--- config.mk ---
export PLATFORM = sky130hd
export DESIGN_NAME = shift_rx_serial_in_parallel_out
export DESIGN_NICKNAME = d
export VERILOG_FILES = /design/src/rtl/shift_rx_serial_in_parallel_out.sv
export SDC_FILE = /design/constraint.sdc
export NUM_CORES = 1
export LEC_CHECK = 0
export BUFFER_PORTS_ARGS = -buffer_cell sky130_fd_sc_hd__buf_2
export CAP_MARGIN = 20
export CORE_MARGIN = 2
export CORE_UTILIZATION = 35
export CTS_CLUSTER_SIZE = 16
export DETAILED_ROUTE_END_ITERATION = 10
export GPL_ROUTABILITY_DRIVEN = 0
export RECOVER_POWER = 50
export SLEW_MARGIN = 20
export SYNTH_ARGS = -nofsm -noshare
export SYNTH_HDL_FRONTEND = slang
export SYNTH_SLANG_ARGS = --single-unit
--- constraint.sdc ---
create_clock -name C -period 1.3 [get_ports C]
set_clock_uncertainty 0.05 [all_clocks]
set_input_delay 0.39 -clock C [delete_from_list [all_inputs] [get_ports C]]
set_output_delay 0.39 -clock C [all_outputs]
set_load 0.03 [all_outputs]
--- src/rtl/shift_rx_serial_in_parallel_out.sv ---
// Serial-line receiver: start bit, WIDTH data bits MSB first, stop bit, word on a valid/ready port.
// Define SHIFT_RX_PARITY_EN to add an even-parity bit between data and stop, with a PERR pulse.
module shift_rx_serial_in_parallel_out #(
  parameter int WIDTH = 8,
  parameter int CNT_W = 4
) (
  input  logic             C,
  input  logic             CLR_N,
  input  logic             CE,
  input  logic             SI,
  output logic [WIDTH-1:0] PO,
  output logic             VALID,
  input  logic             READY,
  output logic             FERR,
`ifdef SHIFT_RX_PARITY_EN
  output logic             PERR,
`endif
  output logic             OVR
);

  typedef enum logic [1:0] {
    S_IDLE,
    S_DATA,
`ifdef SHIFT_RX_PARITY_EN
    S_PARITY,
`endif
    S_STOP
  } state_t;

  state_t           r_state, w_state_nxt;
  logic [CNT_W-1:0] r_cnt, w_cnt_nxt;
  logic [WIDTH-1:0] r_shift, w_shift_nxt;
  logic [WIDTH-1:0] r_po;
  logic             r_valid;
  logic             r_ferr;
  logic             r_ovr;
  logic             w_frame_good;
  logic             w_frame_ferr;
  logic             w_frame_perr;
  logic             w_par_ok;

`ifdef SHIFT_RX_PARITY_EN
  logic r_par, w_par_nxt;
  logic r_perr;

  assign w_par_ok = ~(^{r_shift, r_par});
  assign PERR     = r_perr;
`else
  assign w_par_ok = 1'b1;
`endif

  // Frame sequencing: everything here advances only on CE edges.
  always_comb begin
    // NOTE: every signal driven here gets a default first so no path leaves it unassigned (no latch).
    w_state_nxt  = r_state;
    w_cnt_nxt    = r_cnt;
    w_shift_nxt  = r_shift;
    w_frame_good = 1'b0;
    w_frame_ferr = 1'b0;
    w_frame_perr = 1'b0;
`ifdef SHIFT_RX_PARITY_EN
    w_par_nxt    = r_par;
`endif
    if (CE) begin
      case (r_state)
        S_IDLE: begin
          if (!SI) begin
            w_state_nxt = S_DATA;
            w_cnt_nxt   = '0;
          end
        end
        S_DATA: begin
          w_shift_nxt = {r_shift[WIDTH-2:0], SI};
          w_cnt_nxt   = r_cnt + CNT_W'(1);
          if (r_cnt == CNT_W'(WIDTH - 1)) begin
`ifdef SHIFT_RX_PARITY_EN
            w_state_nxt = S_PARITY;
`else
            w_state_nxt = S_STOP;
`endif
          end
        end
`ifdef SHIFT_RX_PARITY_EN
        S_PARITY: begin
          w_par_nxt   = SI;
          w_state_nxt = S_STOP;
        end
`endif
        S_STOP: begin
          w_state_nxt = S_IDLE;
          if (!SI)           w_frame_ferr = 1'b1;
          else if (!w_par_ok) w_frame_perr = 1'b1;
          else               w_frame_good = 1'b1;
        end
        default: w_state_nxt = S_IDLE;
      endcase
    end
  end

  always_ff @(posedge C or negedge CLR_N) begin
    if (!CLR_N) begin
      r_state <= S_IDLE;
      r_cnt   <= '0;
      r_shift <= '0;
`ifdef SHIFT_RX_PARITY_EN
      r_par   <= 1'b0;
`endif
    end else begin
      // NOTE: sequential state uses non-blocking assignments so every flop samples pre-edge values.
      r_state <= w_state_nxt;
      r_cnt   <= w_cnt_nxt;
      r_shift <= w_shift_nxt;
`ifdef SHIFT_RX_PARITY_EN
      r_par   <= w_par_nxt;
`endif
    end
  end

  // Output port: handshake and pulses run every clock, independent of CE.
  always_ff @(posedge C or negedge CLR_N) begin
    if (!CLR_N) begin
      r_po    <= '0;
      r_valid <= 1'b0;
      r_ferr  <= 1'b0;
      r_ovr   <= 1'b0;
`ifdef SHIFT_RX_PARITY_EN
      r_perr  <= 1'b0;
`endif
    end else begin
      r_ferr <= w_frame_ferr;
      r_ovr  <= 1'b0;
`ifdef SHIFT_RX_PARITY_EN
      r_perr <= w_frame_perr;
`endif
      if (w_frame_good) begin
        // A consumer taking the old word in this same cycle frees the slot for the new one.
        if (!r_valid || READY) begin
          r_po    <= r_shift;
          r_valid <= 1'b1;
        end else begin
          r_ovr <= 1'b1;
        end
      end else if (r_valid && READY) begin
        r_valid <= 1'b0;
      end
    end
  end

`ifndef SHIFT_RX_PARITY_EN
  logic w_unused_perr;
  assign w_unused_perr = w_frame_perr;
`endif

  assign PO    = r_po;
  assign VALID = r_valid;
  assign FERR  = r_ferr;
  assign OVR   = r_ovr;

endmodule

# == Word-level counts from Yosys, hierarchy flattened ==
# Index checks and enable logic that the tools add are counted.
# totals
word_cells,41
mem_bits_ro,0
inputBits,5
latchBits,0
reg_bits,25
ramBits,0
mem_count,0
# classes
order_cmp,0
mux,16
n_eq_ne,6
n_reduce_logical,11
addsub,1
shift,0
div,0
n_mul,0
bitwise_logic,0
# op_table
op,n
2-to-1 mux 1 bit,11
case mux 4 bit (2 select lines),1
AND reduction 2 bit,3
AND reduction 3 bit,2
"adder 4 x 1 -> 4 bit, second input constant",1
"equality test 4 x 3 -> 1 bit, second input constant",1
2-to-1 mux 2 bit,2
2-to-1 mux 4 bit,1
"!= test 2 bit, second input constant",2
case mux 2 bit (2 select lines),1
nonzero test 2 bit,2
"equality test 2 x 1 -> 1 bit, second input constant",1
"equality test 2 bit, second input constant",1
logical NOT 2 bit,1
"!= test 2 x 1 -> 1 bit, second input constant",1
logical AND 1 bit,1
logical NOT 1 bit,1
logical OR 1 bit,1

# == Logic depth before layout (Yosys ltp) ==
# logic_depth
ltp_word,5
depth_mapped,5

# == Least setup slack after synthesis ==
# Ideal clock, no wire load.
# synth_timing
path_kind,register to register
startpoint,reg r_state[0]
endpoint,"reg r_po[0], in the netlist PO[0]"
synth_period_minus_slack_ps,1404
setup_ps,125
arrival_ps,1230
path_slack_ps,-104
path_stages_with_launch,6
n_path_buf,2
path_cell_list,dfrtp_1 > buf_6 > nand4b_4 > nor2b_1 > buf_4 > mux2_2
# synth_between
elab_chain_len,4
# synth_rtl
item,line_no,rtl
start: declaration,30,"state_t r_state, w_state_nxt;"
start signal: assignment,110,r_state <= w_state_nxt;
equality test 2 bit,65,case (r_state)
2-to-1 mux 1 bit,65,
2-to-1 mux 1 bit,64,if (CE) begin
AND reduction 2 bit (no source line),n/a,
end signal: assignment,138,r_po <= r_shift;
end: declaration,33,logic [WIDTH-1:0] r_po;
# Every way passes these cells.
# A chain may end at the register's enable or synchronous reset.

# == Final worst setup path ==
# layout_timing
startpoint,reg r_state[0]
endpoint,"reg r_po[2], in the netlist PO[2]"
# Same word-level chain as after synthesis.

==> flow_metrics.env <==
export IMPL_rows=20
export IMPL_clk_latency_ns=0.32
export IMPL_grt_max_degree=15
export IMPL_drt_total_wl_um=2110
export IMPL_crit_arrival_ns=1.58
export IMPL_ys_seq_elements=25
export IMPL_nets=117
export IMPL_clock_sinks=25
export IMPL_min_period_ns=1.41
export IMPL_fillers=267
export IMPL_drtPass1Iterations=4
export IMPL_rsz0062_at_grt="true"
export IMPL_synth_fa_ha_area_share_pct=1.15
export IMPL_yosys_area_share_xor_xnor_pct=0
export IMPL_setup_slack_ns=-0.115
export IMPL_num_vias=732
export IMPL_cp_max_fo=8
export IMPL_clk_path_buf_depth=2
export IMPL_drt_initial_drc_count=20
export IMPL_ant_nets=0
export IMPL_fin_crit_sh_pct=109
export IMPL_drc=0
export IMPL_clock_power_share_pct=11.5
export IMPL_clk_pin_slew_ns=0.15
export IMPL_cap_violations=0
export IMPL_start_util_pct=36.3
export IMPL_critPathBufInv=1
export IMPL_pwr_share_seq_pct=42.9
export IMPL_path_cells="nand4b_4 > nor2b_2 > buf_6 > mux2_4"
export IMPL_swShare_pct=33.4
export IMPL_grt_pass1_wl_um=3750
export IMPL_hold_viol_final=0
export IMPL_power_leakage_uw=0.000745
export IMPL_grt_pass1_vias=769
export IMPL_crit_family="flip-flops"
export IMPL_synthSimpleGateAreaFrac_pct=10.8
export IMPL_wl_per_cell_um=14.8
export IMPL_drive_above_1_share_pct=58.2
export IMPL_tightest_slew_ns=0.376
export IMPL_start_kind="flip-flop"
export IMPL_dp_cells=129
export IMPL_internal_power_uw=2060
export IMPL_crit_path_end_kind="flip-flop"
export IMPL_final_max_slew_viol_count=0
export IMPL_outcome="complete, but fails checks"
export IMPL_dieArea_um2=3580
export IMPL_instances_no_fill=143
export IMPL_syn_nets=80
export IMPL_cts_max_level=1
export IMPL_syn_cell_area_um2=1090
export IMPL_chipWidth_um=59.8
export IMPL_pin_count=16
export IMPL_synth_avg_cell_area_um2=14.7
export IMPL_synth_warnings=0
export IMPL_port_buffers=15
export IMPL_fp_coreArea_um2=3000
export IMPL_diodes=0
export IMPL_synth_top_family_by_area="multiplexers"
export IMPL_max_stage_delay_ns=0.47
export IMPL_dp_final_hpwl_um=1260
export IMPL_hp_class="in2reg"
export IMPL_synth_cells=74
export IMPL_synth_compound_area_share_pct=6.88
export IMPL_viasPerCell=5.12
export IMPL_die_y_um=59.8
export IMPL_crit_type="reg2reg"
export IMPL_switchingPower_uw=1030
export IMPL_pwr_share_comb_pct=45.6
export IMPL_maxSlewHeadroom_pct=74.9
export IMPL_fmax_mhz=707
export IMPL_cts_tree="yes"
export IMPL_track_usage_pct=14.4
export IMPL_ys_seq_area_share_pct=57.3
export IMPL_place_area_um2=1260
export IMPL_area_delta_synth_final_pct=36.7
export IMPL_gr_total_overflow=0
export IMPL_antenna_found_initial=0
export IMPL_finalSetupViolCount=26
export IMPL_critPathRequiredTime_ns=1.47
export IMPL_cts_root_buf="clkbuf_4"
export IMPL_stdcell_area_um2=1490
export IMPL_post_place_ws_ns=-0.159
export IMPL_numCtsBuffers=3
export IMPL_synth_cell_type_count=25
export IMPL_vdd_drop_max_uv=705
export IMPL_violations="setup timing"
export IMPL_cp_slowest_cell="dfrtp_2"
export IMPL_p_per_area_nw_per_um2=2080
export IMPL_muxShareOfSynthArea_pct=19.6
-- power by group through the flow --
stage	clock network [µW]	registers [µW]	logic, µW
final	356	1330	1410
after global routing	420	1380	1520
after CTS	369	1320	1330
after detailed placement	0	1310	1040
after global placement	0	1300	1020
after floorplan	0	1420	661
-- logic make-up (layout without fill, tap and decap cells) --
logic type      after synthesis  in the layout
flops                        25             25
mux                          17             17
fa+ha+maj                     1              1
compound gates               10             10
buf+inv                       5             40
simple gates                 16             17
-- path summary, 6_finish.rpt --
| path | from | to | slack, ns | cells after the start |
|---|---|---|---|---|
| max | r_state[0] | PO[2] | -0.11 | 4 |
| min | READY | OVR | 0.28 | 3 |
| max reg2reg | r_state[0] | PO[2] | -0.11 | 4 |
| min reg2reg | r_cnt[3] | r_cnt[3] | 0.47 | 1 |
| max in group asynchronous | CLR_N | PO[6] | 0.11 | 3 |
| min in group asynchronous | CLR_N | r_cnt[2] | 0.42 | 2 |
-- synthesized netlist by cell type (all sizes together) --
cell type	number	share of area, %
o21ai	4	1.8
nor2	1	0.34
a31oi	1	0.57
a22o	2	1.6
buf	3	3.6
and3b	2	1.9
nor3	1	0.46
o21a	1	0.69
nand3	1	0.46
nand4b	1	2.2
nand2	3	1.0
nor4b	1	0.80
mux2	17	20
or2b	1	0.69
nor2b	2	1.1
dfrtp	25	57
inv	2	0.69
nand2b	3	1.7
a21o	1	0.69
a41oi	1	1.5
ha	1	1.1
-- final cells by class --
type / instances / area, µm² / share of cell area, %
inverters: 2 / 7.51 / 0.503
multi-input cells: 45 / 489 / 32.8
clock inverters: 1 / 5.00 / 0.336
clock buffers: 3 / 22.5 / 1.51
repair buffers: 34 / 298 / 20.0
well taps: 33 / 41.3 / 2.77
flip-flops and latches: 25 / 628 / 42.1
-- cells in the final DEF (no fill, tap or decap), types with 2 or more instances in the layout --
master,count
nand2b_1,3
inv_1,2
dfrtp_1,23
buf_6,14
buf_2,3
clkbuf_2,2
mux2_4,17
a22o_1,2
buf_4,14
dfrtp_2,2
o21ai_0,2
clkbuf_4,3
nand2_1,3
-- registers in the layout, indices dropped and copies added, names as in the netlist --
register	count
FERR	1
r_shift	8
r_state	2
VALID	1
r_cnt	4
PO	8
OVR	1
-- what timing repair did --
item                                    4_1_cts  5_1_grt
buffers inserted                              5        4
endpoints found under the setup margin       31       32
gates cloned                                  1        0
pin swaps                                     0        2
resized for setup                            40        6
hold buffers                                  1        0
endpoints found under the hold margin        11        0
-- worst min-delay path, stage by stage --
cell	delay, ns
buf_2	0.07
nand2b_1	0.13
nor2_1	0.05
-- per-layer routing --
layer  part of all wire [%]  wire, µm  vias to the layer above  track usage (%)
li1                       -         -                      339                -
met1                     46       965                      374             19.5
met2                     50      1060                       15             22.4
met3                    2.0        42                        4             1.95
met4                    1.9        41                        0             7.62
met5                      0         0                        -                0
-- through the flow --
step / utilization, % / setup TNS [ns] / total power (µW) / hold slack [ns]
2_1_floorplan: - / -1.11 / 2080 / 0.0444
3_3_place_gp: 41.8 / -2.29 / 2310 / 0.244
3_5_place_dp: 41.8 / -2.36 / 2340 / 0.251
4_1_cts: 48.6 / -1.30 / 3020 / 0.276
5_1_grt: 49.7 / -2.29 / 3320 / 0.273
6_report: 49.7 / -1.22 / 3100 / 0.282
No activity file was read; power rests on OpenSTA's default activity.
